[src/rtl/br_pred_update_queue.sv]
// ---------------------------------------------------------------------------
// br_pred_update_queue
//
// Purpose:
//   Collects branch resolutions from the branch functional unit and turns
//   each one into a predictor training record. A record holds the branch PC,
//   the actual direction, the actual target and a BTB-write flag. Records
//   are buffered in a small in-order FIFO and drained one per handshake to
//   the BHT/BTB update port. This decouples the resolution rate from the
//   availability of the predictor write port.
//
// Parameters:
//   DEPTH     - number of FIFO entries (power of two, >= 2)
//   PC_W      - PC width in bits
//   TRAIN_ALL - 1: enqueue every resolved branch
//               0: enqueue only mispredicted branches
//
// Ports:
//   clk                 clock
//   reset               asynchronous active-low reset
//   br_branch_resolved  resolution valid this cycle (push request)
//   br_pred_taken       direction that was predicted
//   br_pred_dir_wrong   direction was mispredicted
//   br_taken_NPC_wrong  taken branch with a wrong predicted target
//   br_not_taken_NPC    fall-through PC (branch PC + 4)
//   br_recov_NPC        actual next PC
//   flush               synchronous clear of all entries
//   upd_valid           head record available
//   upd_ready           predictor accepts the head this cycle
//   upd_pc              branch PC of the head record
//   upd_taken           actual direction of the head record
//   upd_target          actual target of the head record
//   upd_btb_write       head record requires a BTB write
//   count               current occupancy
//   full                count == DEPTH
//   overflow            sticky: a push was dropped
// ---------------------------------------------------------------------------
module br_pred_update_queue #(
    parameter int DEPTH     = 4,
    parameter int PC_W      = 64,
    parameter int TRAIN_ALL = 1
) (
    input  logic                    clk,
    input  logic                    reset,
    input  logic                    br_branch_resolved,
    input  logic                    br_pred_taken,
    input  logic                    br_pred_dir_wrong,
    input  logic                    br_taken_NPC_wrong,
    input  logic [PC_W-1:0]         br_not_taken_NPC,
    input  logic [PC_W-1:0]         br_recov_NPC,
    input  logic                    flush,
    output logic                    upd_valid,
    input  logic                    upd_ready,
    output logic [PC_W-1:0]         upd_pc,
    output logic                    upd_taken,
    output logic [PC_W-1:0]         upd_target,
    output logic                    upd_btb_write,
    output logic [$clog2(DEPTH):0]  count,
    output logic                    full,
    output logic                    overflow
);

    localparam int PTR_W = $clog2(DEPTH);
    localparam int CNT_W = $clog2(DEPTH) + 1;

    localparam logic [PTR_W-1:0] PTR_ZERO = {PTR_W{1'b0}};
    localparam logic [PTR_W-1:0] PTR_ONE  = {{(PTR_W-1){1'b0}}, 1'b1};
    localparam logic [CNT_W-1:0] CNT_ZERO = {CNT_W{1'b0}};
    localparam logic [CNT_W-1:0] CNT_ONE  = {{(CNT_W-1){1'b0}}, 1'b1};
    localparam logic [CNT_W-1:0] CNT_FULL = CNT_W'(DEPTH);
    localparam logic [PC_W-1:0]  PC_ZERO  = {PC_W{1'b0}};
    localparam logic [PC_W-1:0]  PC_FOUR  = PC_W'(4);
    localparam logic             TRAIN_ALL_BIT = (TRAIN_ALL != 0) ? 1'b1 : 1'b0;

    // Record storage, one array per field
    logic [PC_W-1:0]  pc_mem_r     [DEPTH];
    logic             taken_mem_r  [DEPTH];
    logic [PC_W-1:0]  target_mem_r [DEPTH];
    logic             btb_mem_r    [DEPTH];

    logic [PTR_W-1:0] head_r;
    logic [PTR_W-1:0] tail_r;
    logic [CNT_W-1:0] count_r;
    logic             full_r;
    logic             valid_r;
    logic             overflow_r;

    // Record fields formed from the incoming resolution
    logic [PC_W-1:0]  rec_pc_s;
    logic             rec_taken_s;
    logic [PC_W-1:0]  rec_target_s;
    logic             rec_btb_s;

    logic             push_req_s;
    logic             pop_s;
    logic             push_ok_s;
    logic             drop_s;
    logic [CNT_W-1:0] count_nxt_s;

    // Record formation and handshake qualification
    always_comb begin
        rec_pc_s     = br_not_taken_NPC - PC_FOUR;
        rec_taken_s  = br_pred_taken ^ br_pred_dir_wrong;
        rec_target_s = br_recov_NPC;
        rec_btb_s    = br_taken_NPC_wrong;

        push_req_s = br_branch_resolved &
                     (TRAIN_ALL_BIT | br_pred_dir_wrong | br_taken_NPC_wrong);
        pop_s      = valid_r & upd_ready;
        // A pop in the same cycle frees the slot, so a full queue still accepts
        push_ok_s  = push_req_s & (~full_r | pop_s);
        drop_s     = push_req_s & full_r & ~pop_s;
    end

    // Next occupancy from the accepted push/pop pair
    always_comb begin
        count_nxt_s = count_r;
        case ({push_ok_s, pop_s})
            2'b10:   count_nxt_s = count_r + CNT_ONE;
            2'b01:   count_nxt_s = count_r - CNT_ONE;
            default: count_nxt_s = count_r;
        endcase
    end

    // Pointers, occupancy and the registered status flags
    always_ff @(posedge clk or negedge reset) begin
        if (!reset) begin
            head_r  <= PTR_ZERO;
            tail_r  <= PTR_ZERO;
            count_r <= CNT_ZERO;
            full_r  <= 1'b0;
            valid_r <= 1'b0;
        end else if (flush) begin
            head_r  <= PTR_ZERO;
            tail_r  <= PTR_ZERO;
            count_r <= CNT_ZERO;
            full_r  <= 1'b0;
            valid_r <= 1'b0;
        end else begin
            if (push_ok_s) begin
                tail_r <= tail_r + PTR_ONE;
            end
            if (pop_s) begin
                head_r <= head_r + PTR_ONE;
            end
            count_r <= count_nxt_s;
            full_r  <= (count_nxt_s == CNT_FULL);
            valid_r <= (count_nxt_s != CNT_ZERO);
        end
    end

    // Sticky overflow; a push discarded by flush is not a drop
    always_ff @(posedge clk or negedge reset) begin
        if (!reset) begin
            overflow_r <= 1'b0;
        end else if (drop_s && !flush) begin
            overflow_r <= 1'b1;
        end
    end

    // Entry storage; cleared on reset so the head reads zero afterwards
    always_ff @(posedge clk or negedge reset) begin
        if (!reset) begin
            for (int i = 0; i < DEPTH; i++) begin
                pc_mem_r[i]     <= PC_ZERO;
                taken_mem_r[i]  <= 1'b0;
                target_mem_r[i] <= PC_ZERO;
                btb_mem_r[i]    <= 1'b0;
            end
        end else if (push_ok_s && !flush) begin
            pc_mem_r[tail_r]     <= rec_pc_s;
            taken_mem_r[tail_r]  <= rec_taken_s;
            target_mem_r[tail_r] <= rec_target_s;
            btb_mem_r[tail_r]    <= rec_btb_s;
        end
    end

    // Head fields come straight from storage: no input-to-output path
    assign upd_valid     = valid_r;
    assign upd_pc        = pc_mem_r[head_r];
    assign upd_taken     = taken_mem_r[head_r];
    assign upd_target    = target_mem_r[head_r];
    assign upd_btb_write = btb_mem_r[head_r];
    assign count         = count_r;
    assign full          = full_r;
    assign overflow      = overflow_r;

endmodule

[config.mk]
export PLATFORM = sky130hd
export DESIGN_NAME = br_pred_update_queue
export DESIGN_NICKNAME = d
export VERILOG_FILES = /design/src/rtl/br_pred_update_queue.sv
export SDC_FILE = /design/constraint.sdc
export NUM_CORES = 1
export LEC_CHECK = 0
export BUFFER_PORTS_ARGS = -buffer_cell sky130_fd_sc_hd__buf_4
export CAP_MARGIN = 40
export CORE_AREA = 2 2 246 248
export DETAILED_ROUTE_END_ITERATION = 6
export DIE_AREA = 0 0 248 250
export PLACE_DENSITY = 0.59
export SLEW_MARGIN = 20
export SYNTH_ARGS = -nofsm -noshare
export SYNTH_HDL_FRONTEND = slang
export SYNTH_SLANG_ARGS = --single-unit
[constraint.sdc]
create_clock -name clk -period 2.4 [get_ports clk]
set_input_delay 0 -clock clk [delete_from_list [all_inputs] [get_ports clk]]
set_output_delay 0 -clock clk [all_outputs]
set_load 0.1 [all_outputs]
# After elaboration in Yosys (flattened, before gate mapping)

Cells that the tools add are included.

Bits in registers: 530
Input port bits: 136
Output and inout bits: 136

Add/subtract/negate cells: 5
Magnitude comparators: 3
Equal/unequal tests: 3
Mux-type cells: 28
Bitwise gates (word level): 10
Reduce and logical (&&, ||, !) cells: 7

Operators by type and width:

| cell                  | number |
|---|---|
| $bwmux 256            | 2 |
| $mux 64               | 5 |
| $bmux 64 s2           | 2 |
| $demux 64 s2          | 1 |
| $sub 64x3->64 const B | 1 |
| $bwmux 4              | 2 |
| $mux 2                | 4 |
| $mux 1                | 7 |
| $ge 3x3->1 const B    | 2 |
| $not 2->3             | 2 |
| $pmux 3 s2            | 1 |
| $add 2x1->2 const B   | 2 |
| $and 1x1->1           | 4 |
| $bmux 1 s2            | 2 |
| $reduce_bool 2->1     | 2 |
| $add 3x1->3 const B   | 1 |
| $eq 3x3->1 const B    | 1 |
| $logic_and 1x1->1     | 3 |
| $lt 3x1->1 const B    | 1 |
| $mux 3                | 1 |
| $reduce_bool 3->1     | 1 |
| $sub 3x1->3 const B   | 1 |
| $demux 1 s2           | 1 |
| $eq 2x1->1 const B    | 1 |
| 5 further kinds       | 6 |

# Logic depth before layout (Yosys ltp)

Gate-level depths: netlist (run 1).

Depth after elaboration: 7
Depth in mapped cells: 9
Gate-level depth less buffers: 9

# Least setup slack after synthesis (run 1)

Ideal clock, no wire load.

Path kind: reg-to-reg
From: register valid_r (netlist: upd_valid)
To: register full_r (netlist: full)
Setup time: 0.071 ns
Arrival time: 2.710 ns
Path slack: -0.382 ns
Stages on the path, launching flop included: 10
Cells stage by stage: dfrtp_1 nand2_1 nand2_1 nand2_1 ha_1 fa_1 xnor2_1 or3_1 a21o_1 nor2_1

Word-level cells in the longest chain between the ends: 7
Elaborated cells on any way between the ends: 8
Those cells by class: eq/ne: 3; mux: 2; bitwise: 3

Ends and longest elaborated chain:

| item                                     | line | text |
|---|---|---|
| start, declared                          | 85   | `logic valid_r;` |
| start signal, assigned                   | 148  | `valid_r <= (count_nxt_s != CNT_ZERO);` |
| $and 1x1->1 (*)                          | 109  | `pop_s = valid_r & upd_ready;` |
| $or 1x1->1                               | 111  | `push_ok_s = push_req_s & (~full_r \| pop_s);` |
| $and 1x1->1                              | 111  |  |
| $eq 2x1->1 or $eq 2x2->1 (tied branches) | 118  | `case ({push_ok_s, pop_s})` |
| $pmux 3 s2 (*)                           | 118  |  |
| $eq 3x3->1 (*)                           | 147  | `full_r <= (count_nxt_s == CNT_FULL);` |
| $mux 1 (*)                               | 133  | `end else if (flush) begin` |
| end signal, assigned                     | 147  |  |
| end, declared                            | 84   | `logic full_r;` |

Mark *: on every way between the ends. The rest lies on a longest branch, timed or not.
A chain may end at the register's enable or synchronous reset.

# Worst setup path after layout (run 1)

From: input port br_not_taken_NPC[49]
To: register pc_mem_r[127] (netlist name)

Word-level cells in the longest chain between the ends: 2

Ends and longest elaborated chain:

| item                          | line | text |
|---|---|---|
| start, declared               | 49   | `input logic [PC_W-1:0] br_not_taken_NPC,` |
| $sub 64x3->64                 | 102  | `rec_pc_s = br_not_taken_NPC - PC_FOUR;` |
| $bwmux 256                    | 171  | `pc_mem_r[tail_r] <= rec_pc_s;` |
| end signal, assigned by index | 171  |  |
| end, declared                 | 76   | `logic [PC_W-1:0] pc_mem_r [DEPTH];` |

No other way between the ends.

==> summary.txt, run 1 <==
Timing
  • Worst relative slew slack: 47.78%
  • Worst path setup slack after routing: 0.04076 ns
  • Final worst hold slack: -0.009121 ns
  • Final Hold Viols: 2
  • Clock skew: 0.01657 ns
  • Final period demand of the worst path: 2.359 ns
  • Period utilization: 98.30%
  • Least-Margin Pin Slew: 0.7833 ns
  • Final number of setup-violating endpoints: 0
  • Top achievable clock speed: 423.9 MHz
  • Final-report max-slew violation count: 0

Worst setup path
  • Worst Setup Start Kind: primary input
  • Data arrival, critical path: 2.87 ns
  • CP dominant cell by count: sky130_fd_sc_hd__dlygate4sd3_1
  • Library cell contributing the largest single delay on the critical path: sky130_fd_sc_hd__or4_4
  • Biggest fanout along the worst timing path: 5
  • Peak per-stage delay on the critical path: 0.56 ns
  • Setup crit end kind: register
  • Startpoint-to-endpoint class of the critical path: in -> reg
  • Required time of the critical path: 2.91 ns
  • Cell breakdown of the critical path: dlygate4sd3_1, buf_4, or3_4, nand2b_1, or4_4, nor3_4, xnor2_2, o21ai_1, dlygate4sd3_1

Synth
  • FFs w/ async S/R, synth: 100.0%
  • Mean instance size in the synthesized netlist: 10.07 um^2
  • Synthesized netlist cell count: 2331
  • Most instantiated flip-flop cell in the synthesis netlist: sky130_fd_sc_hd__dfrtp_1
  • Count of synthesis-stage warnings from yosys: 0
  • EDFF count, synth: 0
  • Post-Syn Area: 0.02348 mm^2
  • Seq cells post-synth: 530
  • Net Count, Synth: 2474
  • Synth unique cells: 38
  • Proportion of synthesized chip area in sequential cells: 56.49%

Clock tree
  • Clock buffer count from CTS: 57
  • H-Tree Depth: 2
  • Clock root cell: sky130_fd_sc_hd__clkbuf_16
  • Clk Latency, worst-skew pair: 0.62 ns
  • Number of clock sinks: 530
  • TritonCTS clock tree: built
  • Clock transition at the register clock pins on the worst setup and hold paths after CTS: 0.06 ns
  • Bufs on Longest Clock Path: 3

Hold path
  • Worst min-delay path category: in -> async

Run
  • Number of max-cap violations: 0

Floorplanning
  • Initial Utilization: 39.41%
  • Full die area: 0.06200 mm^2
  • Number of top-level design ports: 272
  • Number of rows in the core area: 90
  • Die Span Y: 250 um
  • Core footprint: 0.05957 mm^2
  • Die width: 248 um

Detailed routing
  • Drt initial violations: 1132
  • Wire length per cell after detailed routing: 19.23 um
  • Number of nets with antenna violations after routing: 0
  • Detailed-routing iteration count for the pre-antenna-repair pass: 6
  • Number of remaining DRC errors: 0
  • Total number of vias: 18630
  • Via-per-instance ratio: 5.174
  • Wire length after detailed routing: 69230 um

Layout
  • Synth-to-Final Area Change: 31.60%
  • Fin nets: 2911
  • Commonest non-fill, non-tap cell in the layout: sky130_fd_sc_hd__nand2_1
  • Layout cell share with drive strength beyond 1: 22.83%
  • Highest-count cells in the layout ignoring fill and taps: sky130_fd_sc_hd__nand2_1 (1064), sky130_fd_sc_hd__dfrtp_1 (526), sky130_fd_sc_hd__buf_4 (345)

Global routing
  • Vias in the first global route: 19140
  • Antenna violations before repair: 4
  • Maximum number of pins on one net before global-route repair: 106
  • First-pass GRT wire length: 107900 um
  • Grt total ovfl: 0
  • Global-route usage over all layers: 22.17%

Placement
  • Dpl ws: -0.3716 ns
  • RePlAce Congestion: 0.8087
  • Post-detailed-placement half-perimeter wirelength: 41780 um
  • IO Port Bufs: 271

Status
  • Run status: finished with violations
  • Failing checks: hold timing

Power and ir drop
  • Pwr Total: 40810 uW
  • Static leakage power: 0.01475 uW
  • Areal power density over the cells: 1321 mW/mm^2
  • Peak VDD IR: 1124 uV
[worst max-delay path, delay by kind of cell]
family | cells | cell delay [ns]
buffers and inverters | 3 | 1.26
XOR/XNOR | 1 | 0.18
AO/OA/AOI/OAI | 1 | 0.09
AND/OR/NAND/NOR | 4 | 1.34
[power breakdown]
| part | switching, uW | internal (uW) |
|---|---|---|
| registers | 1760 | 12300 |
| logic | 12200 | 5120 |
| clock network | 3740 | 5660 |
| total | 17700 | 23100 |
[area by class of cell]
type / instances / area [um^2]
Clock inverter: 26 / 375.4
Clock buffer: 82 / 1652
Antenna cell: 1 / 2.502
Fill cell: 5234 / 28680
Inverter: 6 / 22.52
Sequential cell: 530 / 13280
Tap cell: 782 / 978.4
Multi-Input combinational cell: 1641 / 9713
Timing Repair Buffer: 532 / 4876
[per-layer routing]
layer | share of wire, % | routed length, um | GRT usage [%]
met2 | 49 | 33620 | 36.49
met3 | 6.8 | 4689 | 5.173
met1 | 42 | 29350 | 29.45
met4 | 2.2 | 1537 | 5.817
met5 | 0.055 | 38 | 0
[final timing paths]
| check | depth (start not counted) | slack, ns | start | endpoint |
|---|---|---|---|---|
| worst max-delay path | 9 | 0.04 | br_not_taken_NPC[49] | pc_mem_r[127]$_DFFE_PN0P_ |
| worst max register to register | 8 | 0.16 | upd_valid$_DFF_PN0_ | pc_mem_r[127]$_DFFE_PN0P_ |
| worst min register to register | 2 | 0.47 | target_mem_r[46]$_DFFE_PN0P_ | target_mem_r[46]$_DFFE_PN0P_ |
| worst min-delay path | 2 | -0.009 | reset | pc_mem_r[215]$_DFFE_PN0P_ |
| min in group clk | 5 | 0.03 | br_not_taken_NPC[50] | pc_mem_r[243]$_DFFE_PN0P_ |
| max in group asynchronous | 3 | 1.31 | reset | pc_mem_r[49]$_DFFE_PN0P_ |
[registers in the layout, indices dropped and copies added (netlist names)]
register	flops
count	3
tail_r	2
btb_mem_r	4
target_mem_r	256
upd_valid	1
full	1
head_r	2
taken_mem_r	4
pc_mem_r	256
overflow	1
[what timing repair did]
action                                  4_1_cts  5_1_grt
endpoints found under the setup margin      110       24
resized for setup                             5        9
pin swaps                                     0        4
buffers inserted                              6        7
endpoints found under the hold margin       893        0
gates cloned                                  1        3
hold buffers                                149        0
[synthesized netlist by cell type (2+ instances only)]
cell type                  count  area share, %
sky130_fd_sc_hd__nand2_1    1068             17
sky130_fd_sc_hd__dfrtp_1     530             56
sky130_fd_sc_hd__o21ai_0     240            5.1
sky130_fd_sc_hd__mux4_2      130             12
sky130_fd_sc_hd__clkbuf_1    128            2.0
sky130_fd_sc_hd__xnor2_1      56            2.1
sky130_fd_sc_hd__nor2_1       26           0.42
sky130_fd_sc_hd__buf_1        23           0.37
sky130_fd_sc_hd__nor3_1       19           0.41
sky130_fd_sc_hd__nor4_1       14           0.37
sky130_fd_sc_hd__o21ai_1      14           0.30
sky130_fd_sc_hd__or3_1        13           0.35
sky130_fd_sc_hd__or4_1        13           0.42
sky130_fd_sc_hd__xor2_1        8           0.30
sky130_fd_sc_hd__ha_1          6           0.32
sky130_fd_sc_hd__inv_1         6          0.096
sky130_fd_sc_hd__and2_1        5           0.13
sky130_fd_sc_hd__or2_2         4           0.11
sky130_fd_sc_hd__nor3_2        3           0.13
sky130_fd_sc_hd__a21oi_1       2          0.043
sky130_fd_sc_hd__buf_2         2          0.043
sky130_fd_sc_hd__nand2b_1      2          0.053
sky130_fd_sc_hd__nor3b_1       2          0.064
sky130_fd_sc_hd__nor4_4        2           0.18
sky130_fd_sc_hd__or4_4         2          0.096
[per-stage QoR]
| step | cell area, um^2 | utilization [%] | hold WS [ns] | setup TNS, ns | instances |
|---|---|---|---|---|---|
| 6_report | 30890 | 51.86 | -0.009121 | 0 | 3600 |
| 3_3_place_gp | 27070 | 45.45 | 0.06330 | -13.80 | 3325 |
| 5_1_grt | 30890 | 51.86 | 0.04102 | -0.02072 | 3600 |
| 3_5_place_dp | 27070 | 45.45 | 0.06912 | -18.99 | 3325 |
| 2_1_floorplan | 23540 | - | -0.2956 | -0.4336 | 2331 |
| 4_1_cts | 30720 | 51.56 | 0.005628 | 0 | 3589 |
[cells by family after synthesis]
family                     after synthesis  synth area share [%]
muxes                                  131                 12.51
buffers and inverters                  160                 2.585
AOI/OAI and AO/OA                      261                 5.623
adders and majority gates                7                0.4050
and+or+nand+nor                       1178                 19.99
DFF                                    530                 56.49
xor gates and xnor gates                64                 2.388
(Power assumes the default switching activity.)
==> run 2: changes to the inputs <==
--- a/config.mk
+++ b/config.mk
@@ -7,10 +7,10 @@
 export LEC_CHECK = 0
 export BUFFER_PORTS_ARGS = -buffer_cell sky130_fd_sc_hd__buf_4
 export CAP_MARGIN = 40
-export CORE_AREA = 2 2 246 248
+export CORE_AREA = 2 2 203 205
 export DETAILED_ROUTE_END_ITERATION = 6
-export DIE_AREA = 0 0 248 250
-export PLACE_DENSITY = 0.59
+export DIE_AREA = 0 0 205 207
+export PLACE_DENSITY = 0.81
 export SLEW_MARGIN = 20
 export SYNTH_ARGS = -nofsm -noshare
 export SYNTH_HDL_FRONTEND = slang
==> run 2 against run 1 <==
The run ends with setup timing left. Wire length increased by 0.54%. Critical path depth decreased by 2. Clock-buffer cell count decreased by 1. Combinational power about the same. Power decreased by 2.0%. Clock skew decreased by 0.0016 ns. Critical endpoint is now pc_mem_r[252]$_DFFE_PN0P_. Largest cell class unchanged. Highest routed layer is now met4.
==> summary.txt, run 2 (synthesis results as in run 1) <==
Detailed routing
  • Wire length after detailed routing: 69610 um (+0.54%)
  • Total number of vias: 19840 (+6.5%)
  • Number of nets with antenna violations after routing: 0 (unchanged)
  • Number of remaining DRC errors: 0 (unchanged)
  • Via-per-instance ratio: 5.969 (+15%)
  • Detailed-routing iteration count for the pre-antenna-repair pass: 6 (unchanged)
  • Wire length per cell after detailed routing: 20.94 um (+8.9%)
  • Drt initial violations: 1904 (+68%)

Floorplanning
  • Core footprint: 0.04037 mm^2 (-32%)
  • Full die area: 0.04244 mm^2 (-32%)
  • Number of top-level design ports: 272 (unchanged)
  • Number of rows in the core area: 74 (-18%)
  • Die width: 205 um (-17%)
  • Initial Utilization: 58.15% (+19 points)
  • Die Span Y: 207 um (-17%)

Global routing
  • Vias in the first global route: 21140 (+10%)
  • Maximum number of pins on one net before global-route repair: 74 (-30%)
  • GR Layer Usage met3: 7.332% (+2.2 points)
  • Met2 track demand over resource: 54.74% (+18 points)
  • Grt total ovfl: 0 (unchanged)
  • Global-route usage over all layers: 32.94% (+11 points)
  • Most heavily used metal layer in global routing: met2
  • GRT met1 Usage: 41.63% (+12 points)
  • First-pass GRT wire length: 110700 um (+2.6%)
  • Antenna violations before repair: 1 (-3)

Worst setup path
  • Top Family by Delay on Critical Path: simple AND/OR/NAND/NOR gates
  • Reg-to-reg setup timing slack: 0.08 ns (-0.08 ns)
  • Cell breakdown of the critical path: dlygate4sd3_1, or3_4, or4_4, or4_4, nand3b_1, xor2_2, o21ai_1
  • Data arrival, critical path: 2.88 ns (about the same)
  • Peak per-stage delay on the critical path: 0.64 ns (+0.08 ns)
  • Reg2Reg Launch Point: upd_valid$_DFF_PN0_
  • Setup crit end kind: register
  • Worst Setup Start Kind: primary input
  • Worst Reg2Reg Path Length in Cells: 9 (+1)
  • Critical path buffer and inverter count: 1 (-2)
  • Biggest fanout along the worst timing path: 8 (+3)
  • Critical path capture point: pc_mem_r[252]$_DFFE_PN0P_
  • Startpoint-to-endpoint class of the critical path: in -> reg
  • Library cell contributing the largest single delay on the critical path: sky130_fd_sc_hd__or4_4
  • Reg-to-reg critical path endpoint: full$_DFF_PN0_
  • CP dominant cell by count: sky130_fd_sc_hd__or4_4
  • Required time of the critical path: 2.86 ns (-0.05 ns)
  • Critical path startpoint: br_not_taken_NPC[42]
  • Number of gates on the worst path with buffers counted: 7 (-2)

Placement
  • Dpl ws: -0.3883 ns (-0.01670 ns)
  • Post-detailed-placement half-perimeter wirelength: 40340 um (-3.5%)
  • IO Port Bufs: 271 (unchanged)
  • Number of placed cells counting well taps: 3081 (-7.3%)
  • Placed inst area: 0.02683 mm^2 (-0.90%)
  • RePlAce Congestion: 0.8414 (+4.0%)

Layout
  • Synth-to-Final Area Change: 28.74%
  • Final instance area: 0.03022 mm^2 (-2.2%)
  • Commonest non-fill, non-tap cell in the layout: sky130_fd_sc_hd__nand2_1
  • Layout cell share with drive strength beyond 1: 23.01% (+0.19 points)
  • Highest-count cells in the layout ignoring fill and taps: sky130_fd_sc_hd__nand2_1 (1062), sky130_fd_sc_hd__dfrtp_1 (526), sky130_fd_sc_hd__buf_4 (338)
  • Fin nets: 2893 (-0.62%)
  • Largest registers ranked by flip-flop count: pc_mem_r x256, target_mem_r x256
  • End-of-flow core utilization: 74.87% (+23 points)
  • Number of cells in the finished layout apart from fillers: 3324 (-7.7%)

Timing
  • Top achievable clock speed: 414.1 MHz (-2.3%)
  • Least-Margin Pin Slew: 0.6435 ns (-0.1398 ns)
  • Clock skew: 0.01500 ns (-0.001570 ns)
  • Final-report max-slew violation count: 0 (unchanged)
  • Period utilization: 100.6% (+2.3 points)
  • Final-layout setup total negative slack: -0.01496 ns (-0.01496 ns)
  • Final number of setup-violating endpoints: 1 (+1)
  • Worst path setup slack after routing: -0.01496 ns (-0.05572 ns)
  • Final period demand of the worst path: 2.415 ns (+0.05572 ns)
  • Final Hold Viols: 0 (-2)
  • Worst relative slew slack: 57.10% (+9.3 points)

Clock tree
  • Clock transition at the register clock pins on the worst setup and hold paths after CTS: 0.06 ns (about the same)
  • Clk Latency, worst-skew pair: 0.60 ns (-0.02 ns)
  • H-Tree Depth: 2 (unchanged)
  • Clock root cell: sky130_fd_sc_hd__clkbuf_16
  • Clock buffer count from CTS: 54 (-5.3%)
  • Bufs on Longest Clock Path: 3 (unchanged)
  • TritonCTS clock tree: built
  • Number of clock sinks: 530 (unchanged)

Run
  • Number of max-cap violations: 0 (unchanged)

Status
  • Run status: finished with violations
  • Failing checks: setup timing

Power and ir drop
  • Static leakage power: 0.01456 uW (-1.3%)
  • Areal power density over the cells: 1324 mW/mm^2 (+0.21%)
  • Peak VDD IR: 1286 uV (+14%)

Hold path
  • Worst min-delay path category: in -> reg
## run 2: changes by cell type in the layout (fill, tap and decap cells not counted), sizes merged, moves of 2 or more
cell | previous run | this run
dlygate4sd3 | 149 | 138
bufinv | 8 | 2
buf | 380 | 375
clkbuf | 85 | 82
clkinv | 11 | 8
clkinvlp | 6 | 3
dlymetal6s4s | 0 | 2
## run 2: how the worst min path moves through the flow
stage | startpoint | endpoint | slack, ns | depth (start not counted)
2_1_floorplan | reset | btb_mem_r[0]$_DFFE_PN0P_ | -0.30 | 0
3_3_place_gp | reset | pc_mem_r[217]$_DFFE_PN0P_ | -0.04 | 1
3_5_place_dp | reset | pc_mem_r[217]$_DFFE_PN0P_ | -0.03 | 1
4_1_cts | br_not_taken_NPC[26] | pc_mem_r[222]$_DFFE_PN0P_ | 0.003 | 5
5_1_grt | br_not_taken_NPC[3] | pc_mem_r[133]$_DFFE_PN0P_ | 0.07 | 5
6_report | br_not_taken_NPC[3] | pc_mem_r[133]$_DFFE_PN0P_ | 0.07 | 5
## run 2: final cells by class
cell class                      instances  area [um^2]
Inverter                                6        22.52
Sequential cell                       530        13280
Clock inverter                         15        151.4
Multi-Input combinational cell       1642         9854
Fill cell                            2401        10150
Antenna cell                            2        5.005
Timing Repair Buffer                  516         4686
Tap cell                              532        665.6
Clock buffer                           81         1563
## run 2: power breakdown
part | total (uW) | switching [uW] | internal, uW | leakage (uW)
registers | 14300 | 2000 | 12300 | 0.00681
logic | 17500 | 12400 | 5080 | 0.00692
clock network | 8200 | 3500 | 4700 | 0.000835
total | 40000 | 17900 | 22100 | 0.0146
## run 2: routing by layer
layer / wire [um] / part of all wire [%]
met2: 34540 / 50
met1: 25410 / 37
met4: 3349 / 4.8
met3: 6311 / 9.1
met5: 0 / 0
## run 2: stage by stage
stage | total power [uW] | hold slack, ns
2_1_floorplan | 27340 | -0.2956
3_3_place_gp | 30460 | -0.03965
3_5_place_dp | 31130 | -0.02680
4_1_cts | 39660 | 0.003500
5_1_grt | 41640 | 0.06517
6_report | 40010 | 0.07354
## run 2: tightest hold or removal path, stage by stage
cell and delay (ns):
sky130_fd_sc_hd__buf_4 0.09, sky130_fd_sc_hd__buf_4 0.10, sky130_fd_sc_hd__nor3_1 0.05, sky130_fd_sc_hd__xnor2_1 0.21, sky130_fd_sc_hd__o21ai_0 0.18
## run 2: what timing repair did
item                                    CTS  global route
resized for setup                         0            43
pin swaps                                 0             8
endpoints found under the setup margin  116           127
buffers inserted                          5             0
hold endpoints to repair                999             3
cloned                                    0             2
hold buffers                            143             1
